--- config.mk ---
export PLATFORM = sky130hd
export DESIGN_NAME = controller_ram_bist_master
export DESIGN_NICKNAME = d
export VERILOG_FILES = /design/src/rtl/controller_ram_bist_master.sv
export SDC_FILE = /design/constraint.sdc
export NUM_CORES = 1
export LEC_CHECK = 0
export CAP_MARGIN = 20
export CORE_ASPECT_RATIO = 2
export CORE_MARGIN = 5
export CORE_UTILIZATION = 45
export DETAILED_ROUTE_END_ITERATION = 12
export GPL_ROUTABILITY_DRIVEN = 0
export HOLD_SLACK_MARGIN = 0.12
export PLACE_DENSITY = 0.72
export SKIP_CTS_REPAIR_TIMING = 1
export SYNTH_ARGS = -nofsm -noshare
export SYNTH_HDL_FRONTEND = slang
export SYNTH_SLANG_ARGS = --single-unit
export TNS_END_PERCENT = 10
--- constraint.sdc ---
create_clock -name clk -period 4.25 [get_ports clk]
set_clock_uncertainty 0.1 [all_clocks]
set_input_delay 0.6375 -clock clk [delete_from_list [all_inputs] [get_ports clk]]
set_output_delay 0.6375 -clock clk [all_outputs]
set_load 0.02 [all_outputs]
--- src/rtl/controller_ram_bist_master.sv ---
// RAM built-in self-test initiator for the on-chip RAM s1 port (Avalon-MM).
// Writes seed+i to words base..base+N-1, reads them back through a fixed-latency
// pipeline and compares each returned word against seed+i.
//
// Ports:
//   clk, reset          system clock, synchronous active-high reset
//   start               one-cycle request, only honoured in IDLE
//   base_addr           first word address of the test range
//   word_count          number of words to test (0 allowed)
//   seed                pattern value written to word 0
//   busy, done          busy while WRITE/READ/DRAIN; done pulses once at the end
//   pass, range_err     result of the last test, held until the next start
//   error_count         saturating mismatch count of the last test
//   first_fail_addr     address of the first mismatching word
//   address..writedata  RAM s1 command side
//   readdata            RAM s1 read data, valid READ_LATENCY cycles after issue
module controller_ram_bist_master #(
    parameter int unsigned ADDR_W       = 14,
    parameter int unsigned DEPTH        = 12288,
    parameter int unsigned READ_LATENCY = 1
) (
    input  logic              clk,
    input  logic              reset,
    input  logic              start,
    input  logic [ADDR_W-1:0] base_addr,
    input  logic [ADDR_W:0]   word_count,
    input  logic [31:0]       seed,
    output logic              busy,
    output logic              done,
    output logic              pass,
    output logic              range_err,
    output logic [15:0]       error_count,
    output logic [ADDR_W-1:0] first_fail_addr,
    output logic [ADDR_W-1:0] address,
    output logic [3:0]        byteenable,
    output logic              chipselect,
    output logic              write,
    output logic [31:0]       writedata,
    input  logic [31:0]       readdata
);

    localparam logic [ADDR_W:0]         DepthW   = (ADDR_W + 1)'(DEPTH);
    localparam logic [ADDR_W:0]         OneW     = (ADDR_W + 1)'(1);
    // Marks the exit stage; every other stage must be empty before DRAIN ends.
    localparam logic [READ_LATENCY-1:0] ExitMask = (READ_LATENCY)'(1) << (READ_LATENCY - 1);

    typedef enum logic [2:0] {StIdle, StWrite, StRead, StDrain, StDone} state_e;

    state_e            state_q, state_d;
    logic [ADDR_W-1:0] base_q, base_d;
    logic [ADDR_W:0]   count_q, count_d;
    logic [ADDR_W:0]   idx_q, idx_d;
    logic [31:0]       seed_q, seed_d;
    logic              pass_q, pass_d;
    logic              range_err_q, range_err_d;
    logic [15:0]       err_cnt_q, err_cnt_d;
    logic [ADDR_W-1:0] ff_addr_q, ff_addr_d;
    logic              any_mis_q, any_mis_d;

    logic [READ_LATENCY-1:0] pipe_vld_q;
    logic [31:0]             pipe_exp_q  [READ_LATENCY];
    logic [ADDR_W-1:0]       pipe_addr_q [READ_LATENCY];

    logic [ADDR_W:0] end_addr;
    logic [ADDR_W:0] addr_sum;
    logic            range_bad;
    logic            last_idx;
    logic            issue_rd;
    logic            mismatch;
    logic            pending;

    assign end_addr  = {1'b0, base_addr} + word_count;
    assign range_bad = end_addr > DepthW;
    assign last_idx  = idx_q == (count_q - OneW);
    assign addr_sum  = {1'b0, base_q} + idx_q;
    assign issue_rd  = state_q == StRead;
    assign mismatch  = pipe_vld_q[READ_LATENCY-1] && (readdata != pipe_exp_q[READ_LATENCY-1]);
    assign pending   = |(pipe_vld_q & ~ExitMask);

    // Bus and status outputs decode directly from registered state.
    assign busy            = (state_q == StWrite) || (state_q == StRead) || (state_q == StDrain);
    assign done            = state_q == StDone;
    assign chipselect      = (state_q == StWrite) || (state_q == StRead);
    assign write           = state_q == StWrite;
    assign address         = addr_sum[ADDR_W-1:0];
    assign writedata       = seed_q + 32'(idx_q);
    assign byteenable      = 4'hF;
    assign pass            = pass_q;
    assign range_err       = range_err_q;
    assign error_count     = err_cnt_q;
    assign first_fail_addr = ff_addr_q;

    always_comb begin
        state_d     = state_q;
        base_d      = base_q;
        count_d     = count_q;
        idx_d       = idx_q;
        seed_d      = seed_q;
        pass_d      = pass_q;
        range_err_d = range_err_q;
        err_cnt_d   = err_cnt_q;
        ff_addr_d   = ff_addr_q;
        any_mis_d   = any_mis_q;

        // Compare runs in any state so reads in flight across READ->DRAIN are scored.
        if (mismatch) begin
            if (err_cnt_q != 16'hFFFF) begin
                err_cnt_d = err_cnt_q + 16'd1;
            end
            if (!any_mis_q) begin
                any_mis_d = 1'b1;
                ff_addr_d = pipe_addr_q[READ_LATENCY-1];
            end
        end

        unique case (state_q)
            StIdle: begin
                if (start) begin
                    base_d      = base_addr;
                    count_d     = word_count;
                    seed_d      = seed;
                    idx_d       = '0;
                    err_cnt_d   = '0;
                    ff_addr_d   = '0;
                    any_mis_d   = 1'b0;
                    pass_d      = 1'b0;
                    range_err_d = 1'b0;
                    if (range_bad) begin
                        range_err_d = 1'b1;
                        state_d     = StDone;
                    end else if (word_count == '0) begin
                        pass_d  = 1'b1;
                        state_d = StDone;
                    end else begin
                        state_d = StWrite;
                    end
                end
            end
            StWrite: begin
                if (last_idx) begin
                    idx_d   = '0;
                    state_d = StRead;
                end else begin
                    idx_d = idx_q + OneW;
                end
            end
            StRead: begin
                // idx holds at the last word so address stays inside the range.
                if (last_idx) begin
                    state_d = StDrain;
                end else begin
                    idx_d = idx_q + OneW;
                end
            end
            StDrain: begin
                if (!pending) begin
                    pass_d  = !(any_mis_q || mismatch);
                    state_d = StDone;
                end
            end
            StDone: begin
                state_d = StIdle;
            end
            default: begin
                state_d = StIdle;
            end
        endcase
    end

    always_ff @(posedge clk) begin
        if (reset) begin
            state_q     <= StIdle;
            base_q      <= '0;
            count_q     <= '0;
            idx_q       <= '0;
            seed_q      <= '0;
            pass_q      <= 1'b0;
            range_err_q <= 1'b0;
            err_cnt_q   <= '0;
            ff_addr_q   <= '0;
            any_mis_q   <= 1'b0;
            pipe_vld_q  <= '0;
        end else begin
            state_q       <= state_d;
            base_q        <= base_d;
            count_q       <= count_d;
            idx_q         <= idx_d;
            seed_q        <= seed_d;
            pass_q        <= pass_d;
            range_err_q   <= range_err_d;
            err_cnt_q     <= err_cnt_d;
            ff_addr_q     <= ff_addr_d;
            any_mis_q     <= any_mis_d;
            pipe_vld_q[0] <= issue_rd;
            for (int k = 1; k < int'(READ_LATENCY); k++) begin
                pipe_vld_q[k] <= pipe_vld_q[k-1];
            end
        end
    end

    // Payload needs no reset: it is only consumed alongside its valid bit.
    always_ff @(posedge clk) begin
        pipe_exp_q[0]  <= writedata;
        pipe_addr_q[0] <= address;
        for (int k = 1; k < int'(READ_LATENCY); k++) begin
            pipe_exp_q[k]  <= pipe_exp_q[k-1];
            pipe_addr_q[k] <= pipe_addr_q[k-1];
        end
    end

endmodule

==> results of run 1 <==
==> power groups by stage <==
stage               Combinational, W  Sequential (W)  Clock [W]
floorplan                   0.000501         0.00166          0
global placement            0.000780         0.00169          0
finish                      0.000791         0.00166    0.00142
CTS                         0.000793         0.00166    0.00145
detailed placement          0.000789         0.00169          0
global route                0.000861         0.00167    0.00152
==> cell type report <==
cell class	instances	area share, %
Clock inverter	9	0.763
Timing Repair Buffer	199	17.4
Sequential cell	159	28.1
Inverter	26	0.862
Tap cell	259	2.86
Multi-Input combinational cell	814	45.9
Clock buffer	22	4.10
Antenna cell	2	0.0442
==> final timing paths <==
path / start / to / slack [ns] / cells past startpoint
setup / recovery: idx_q[0] / writedata[18] / 0.19 / 13
setup reg to reg: count_q[0] / idx_q[5] / 0.64 / 10
hold / removal: base_q[4] / base_q[4] / 0.36 / 2
hold reg to reg: base_q[4] / base_q[4] / 0.36 / 2
==> Yosys cell counts, types with 3 or more instances <==
cell         n  share of area, %
a41oi_1      5              0.50
a21oi_1     99               5.7
clkbuf_1    38               1.6
nor2_1      81               3.5
and4_1       6              0.61
nor3_1      25               1.4
or2_2        5              0.36
and3_1       9              0.65
a21o_1       8              0.69
a211oi_1     8              0.69
xor2_1      67               6.8
nor2b_1      9              0.65
o21bai_1     4              0.35
nand2b_1    16               1.2
o31ai_1      4              0.35
buf_4        8              0.69
nand2_1    155               6.7
nor4_1      17               1.2
or4_1        7              0.61
dfxtp_1    159                37
fa_1         3              0.69
a22oi_1      3              0.26
mux2i_1     21               2.4
o2111ai_1    5              0.50
nand3b_1     4              0.35
ha_1        45               6.5
a311oi_1     5              0.50
nand3_1     33               1.9
nand4_1     14               1.0
o21ai_0     33               1.9
o21a_1       6              0.52
a31oi_1      3              0.22
nor3b_1      4              0.35
xnor2_1     39               3.9
or3_1       16               1.2
inv_1       26               1.1
o21ai_1      4              0.23
and2_1       7              0.50
==> layout by cell type (no fill, tap or decap), types with 6 or more instances in the layout <==
master	count
xor2_1	67
buf_4	22
nand2b_1	16
nand3_1	33
nand2_1	155
or3_1	16
clkbuf_16	17
and2_1	7
xnor2_1	38
nor2_1	81
a211oi_1	8
nand4_1	14
a21oi_1	98
a21o_1	8
ha_1	45
o21a_1	6
and3_1	9
dfxtp_1	159
or4_1	7
nor3_1	25
inv_1	26
mux2i_1	21
o21ai_0	33
dlymetal6s2s_1	19
nor4_1	16
nor2b_1	9
clkdlybuf4s50_1	155
and4_1	6
==> per-layer routing <==
layer | up-vias | part of all wire, % | track usage, %
met5 | - | 0 | 0
met2 | 258 | 55 | 46.6
met1 | 3798 | 34 | 22.5
li1 | 4014 | - | -
met4 | 0 | 5.0 | 14.1
met3 | 68 | 5.7 | 4.81
==> flip-flops by register name, indices dropped and copies added, names as in the netlist <==
name	flops
base_q	14
any_mis_q	1
seed_q	32
state_q	3
idx_q	15
first_fail_addr	14
count_q	15
pass	1
range_err	1
pipe_exp_q	32
pipe_vld_q	1
error_count	16
pipe_addr_q	14
==> worst min-delay path, stage by stage (launching register included) <==
cell     delay (ns)
dfxtp_1        0.31
nand2_1        0.05
a21oi_1        0.05
==> logic make-up after synthesis <==
family | share of synthesized area [%]
adders and majority gates | 7.18
xor gates and xnor gates | 10.7
other | 0.0432
and+or+nand+nor | 23.5
AOI/OAI and AO/OA | 15.6
muxes | 2.42
DFF | 36.7
buffers and inverters | 3.95
==> metrics by stage <==
step	instances	TNS [ns]
6_report	1490	0
5_1_grt	1489	-0.0968
3_3_place_gp	1457	0
2_1_floorplan	1049	0
3_5_place_dp	1457	0
4_1_cts	1488	-2.46
==> impl_results.md, run 1 <==
* Status: complete, no violations
* Syn Area/Cell at 8.30 sq um
* Wire per inst at 18.1 microns
* Worst Hold Class: reg -> reg
* CTS root buf: clkbuf_16
* TritonCTS clock tree: yes
* Minimum clock period at 4.06 ns
* Type of origin of the critical path: flip-flop
* Die Wd at 108 microns
* Max Slew Vio Count at 0
* Share of cells above drive strength 1 at 6.18%
* Number of synthesized flops with an enable pin at 0
* Row cnt at 72
* Remaining Overflow, GRT at 0
* Vias in the first global route at 8136
* # clock sinks at 159
* Max Root-Sink Buffers at 2
* Worst path cell trace: ha_1 > inv_1 > fa_1 > nor2b_1 > o21ai_0 > a21oi_2 > o2111ai_1 > a21o_1 > a311oi_2 > buf_4 > and4_1 > xor2_1 > clkbuf_2
* Initial antenna violation count at 1
* Finished Cell Area at 11300 sq um
* WHS at 0.362 ns
* Die footprint at 22300 sq um
* Initial core utilization at 45.2%
* Tcrit/Tclk final at 95.6%
* Die height at 206 microns
* Vias per cell at 5.46
* Reg clk slew, reported paths at 0.06 ns
* Slew headroom at 38.5%
* Peak VDD IR at 215 uV
* Worst path slowest cell: fa_1
* Vias at 8138
* Dpl ws at 0.243 ns
* YS warnings at 0
* Area Overhead vs Synth at 30.4%
* Final Total Pwr at 0.00388 W
* Hpwl dp at 20900 microns
* Register area at 3180 sq um
* Final worst slack at 0.188 ns
* LEAKAGE at 4.84 nW
* Actual slew at the worst max-slew pin at 0.923 ns
* Arrival time at the worst endpoint at 3.32 ns
* Core box area at 19200 sq um
* Crit path largest cell delay at 0.39 ns
* Final wirelength at 26900 microns
* Crit path max-delay family: compound AO/OA/AOI/OAI gates
* Top_reg_cell synth: dfxtp_1
* GRT Overall Usage at 24.0%
* Worst skew pair latency at 0.42 ns
* FILL cells at 1731
* Detail Route Antenna Nets at 0
* Comb power frac at 20.4%
* Top Ports at 182
* WS Path Type: reg -> out
* Mapped cell area at 8680 sq um
* Register bit count reported by yosys at 159
* Switch share at 28.7%
* Post-Place Cell Area at 10700 sq um
* First-pass GRT wire length at 41400 microns
* CP required at 3.51 ns
* Power per Cell Area at 342 nW/um^2
* Fraction of registers with async set/reset at 0%
* Crit Path Max Fanout at 8
* Pin count of the biggest net entering global routing at 71
* Drt drc at 0
* Layout Utilization at 59.0%
* Clock share of power at 36.7%
* Seq/Total Area, Yosys at 36.7%
* Pre-antenna DRT Iters at 5
* Internal power at 0.00276 W
* DRC marker count from the first detailed-route iteration at 441
* H-tree depth at 4
* IO Port Bufs at 177
* Worst Setup End Kind: output port
* Cell variety after synth at 75
* Final hold vios at 0
* Max Freq at 246 MHz
* Max-cap violations at 0
* P_sw at 0.00111 W
* Register share of total power at 42.9%
* Worst path buffer plus inverter count at 3
* TritonCTS Buffers at 17
* Layout Nets at 1361
* Area of the multi-input gates at 5190 sq um
* Post-Syn Instances at 1046
* Final Setup Violations at 0
No activity file was read; power rests on OpenSTA's default activity.
==> run 2, diff against run 1 <==
--- a/config.mk
+++ b/config.mk
@@ -13,6 +13,7 @@
 export GPL_ROUTABILITY_DRIVEN = 0
 export HOLD_SLACK_MARGIN = 0.12
 export PLACE_DENSITY = 0.72
+export RECOVER_POWER = 25
 export SKIP_CTS_REPAIR_TIMING = 1
 export SYNTH_ARGS = -nofsm -noshare
 export SYNTH_HDL_FRONTEND = slang
==> run 2 against run 1 <==
  * The run now ends with max-capacitance violations, max-slew violations left
  * Fmax about the same
  * Critical path depth unchanged
  * Hold slack got worse by 0.00071 ns
  * Critical endpoint unchanged
==> impl_results.md, run 2 (synthesized netlist as in run 1, its figures left out) <==
* Status: complete, but fails checks
* Failing checks: max-capacitance violations, max-slew violations
* Max Slew Vio Count at 71 (+71)
* Internal power at 0.00276 W (about the same)
* Drt drc at 0 (unchanged)
* Worst Setup End Kind: output port
* Layout Nets at 1361 (unchanged)
* Die height at 206 microns (unchanged)
* Worst Hold Class: reg -> reg
* Die footprint at 22300 sq um (unchanged)
* Switch share at 28.7% (-0.047 points)
* Max-cap violations at 1 (+1)
* H-tree depth at 4 (unchanged)
* Commonest non-fill, non-tap cell in the layout: dfxtp_1
* Final Total Pwr at 0.00388 W (about the same)
* Pin count of the biggest net entering global routing at 71 (unchanged)
* Initial core utilization at 45.2% (unchanged)
* Detail Route Antenna Nets at 0 (unchanged)
* IO Port Bufs at 177 (unchanged)
* FILL cells at 1731 (unchanged)
* Type of origin of the critical path: flip-flop
* Register area at 3180 sq um (unchanged)
* TritonCTS Buffers at 17 (unchanged)
* Sum Neg Setup Slack at 0 ns (unchanged)
* First-pass GRT wire length at 41400 microns (unchanged)
* Power per Cell Area at 342 nW/um^2 (about the same)
* Max Root-Sink Buffers at 2 (unchanged)
* Top Ports at 182 (unchanged)
* TritonCTS clock tree: yes
* Share of cells above drive strength 1 at 6.02% (-0.16 points)
* Core box area at 19200 sq um (unchanged)
* Area of the multi-input gates at 5190 sq um (unchanged)
* WHS at 0.361 ns (-0.000707 ns)
* Clock share of power at 36.7% (about the same)
* Comb power frac at 20.4% (about the same)
* Register share of total power at 42.9% (about the same)
* LEAKAGE at 4.94 nW (+2.1%)
* Crit path max-delay family: compound AO/OA/AOI/OAI gates
* FF-to-FF Start: count_q[0]
* Peak VDD IR at 214 uV (-0.77%)
* Crit Path Max Fanout at 8 (unchanged)
* DRC marker count from the first detailed-route iteration at 466 (+5.7%)
* Worst path buffer plus inverter count at 3 (unchanged)
* Most frequent cells in the layout: dfxtp_1, nand2_1, clkdlybuf4s50_1
* Area Overhead vs Synth at 30.3% (about the same)
* HP Start: base_q[4]
* Arrival time at the worst endpoint at 3.32 ns (about the same)
* Remaining Overflow, GRT at 0 (unchanged)
* Max Freq at 246 MHz (about the same)
* Cells on worst reg2reg path at 10 (unchanged)
* Minimum clock period at 4.06 ns (-0.00172 ns)
* WS Path Type: reg -> out
* Finished Cell Area at 11300 sq um (about the same)
* Vias per cell at 5.47 (+0.12%)
* Row cnt at 72 (unchanged)
* Flop2flop setup slack at 0.62 ns (-0.02 ns)
* Worst path slowest cell: fa_1
* Final wirelength at 26900 microns (about the same)
* Actual slew at the worst max-slew pin at 3.16 ns (+2.24 ns)
* Slew headroom at -111% (-150 points)
* Initial antenna violation count at 1 (unchanged)
* CTS root buf: clkbuf_16
* # clock sinks at 159 (unchanged)
* Layout Utilization at 59.0% (about the same)
* Final Setup Violations at 0 (unchanged)
* Wire per inst at 18.1 microns (about the same)
* Hold EP: base_q[4]
* Post-Place Cell Area at 10700 sq um (unchanged)
* P_sw at 0.00111 W (-0.19%)
* Reg2reg end: idx_q[5]
* Worst skew pair latency at 0.42 ns (about the same)
* Vias at 8148 (+0.12%)
* Tcrit/Tclk final at 95.5% (about the same)
* Worst path cell trace: ha_1 > inv_1 > fa_1 > nor2b_1 > o21ai_0 > a21oi_2 > o2111ai_1 > a21o_1 > a311oi_2 > buf_4 > and4_1 > xor2_1 > clkbuf_2
* GRT Overall Usage at 24.0% (unchanged)
* Reg clk slew, reported paths at 0.06 ns (about the same)
* Min-Delay Path Depth at 2 (unchanged)
* Die Wd at 108 microns (unchanged)
* Crit path largest cell delay at 0.39 ns (about the same)
* Hpwl dp at 20900 microns (unchanged)
* Final hold vios at 0 (unchanged)
* Vias in the first global route at 8136 (unchanged)
* CP required at 3.51 ns (about the same)
* Pre-antenna DRT Iters at 5 (unchanged)
[run 2: layout make-up]
cell class	count	share of cell area (%)
multi-input cells	814	45.9
clock buffers	22	4.10
diodes	2	0.0442
inverters	26	0.862
well taps	259	2.86
repair buffers	199	17.4
flip-flops and latches	159	28.1
clock inverters	9	0.763
[run 2: routing by layer]
metal | vias up | track usage (%) | share of wire [%]
li1 | 4020 | - | -
met1 | 3791 | 22.5 | 34
met2 | 261 | 46.6 | 55
met3 | 76 | 4.81 | 5.6
met4 | 0 | 14.1 | 5.1
met5 | - | 0 | 0
[run 2: power groups by stage]
stage	Clock, W	Combinational (W)	Sequential (W)
after floorplan	0	0.000501	0.00166
after global placement	0	0.000780	0.00169
after detailed placement	0	0.000789	0.00169
after CTS	0.00145	0.000793	0.00166
after global routing	0.00152	0.000861	0.00167
final	0.00142	0.000790	0.00166
[run 2: worst reg2reg max path, delay by kind of cell (launching register included)]
| family | cells | cell delay (ns) |
|---|---|---|
| AOI/OAI and AO/OA | 3 | 1.13 |
| muxes | 1 | 0.27 |
| and+or+nand+nor | 4 | 1.31 |
| adders and majority gates | 1 | 0.24 |
| DFF | 1 | 0.37 |
| buffers and inverters | 1 | 0.08 |
[run 2: worst max path at each step]
stage,start,endpoint,slack (ns),cells after the start
2_1_floorplan,idx_q[0],writedata[18],0.49,11
3_3_place_gp,idx_q[0],writedata[18],0.29,13
3_5_place_dp,idx_q[0],writedata[18],0.24,13
4_1_cts,idx_q[0],writedata[18],-0.31,13
5_1_grt,idx_q[0],writedata[18],-0.05,13
6_report,idx_q[0],writedata[18],0.19,13
[run 2: stage by stage]
step	std cells	setup WS (ns)
2_1_floorplan	1049	0.487
4_1_cts	1488	-0.313
5_1_grt	1489	-0.0494
3_5_place_dp	1457	0.243
3_3_place_gp	1457	0.289
6_report	1490	0.190
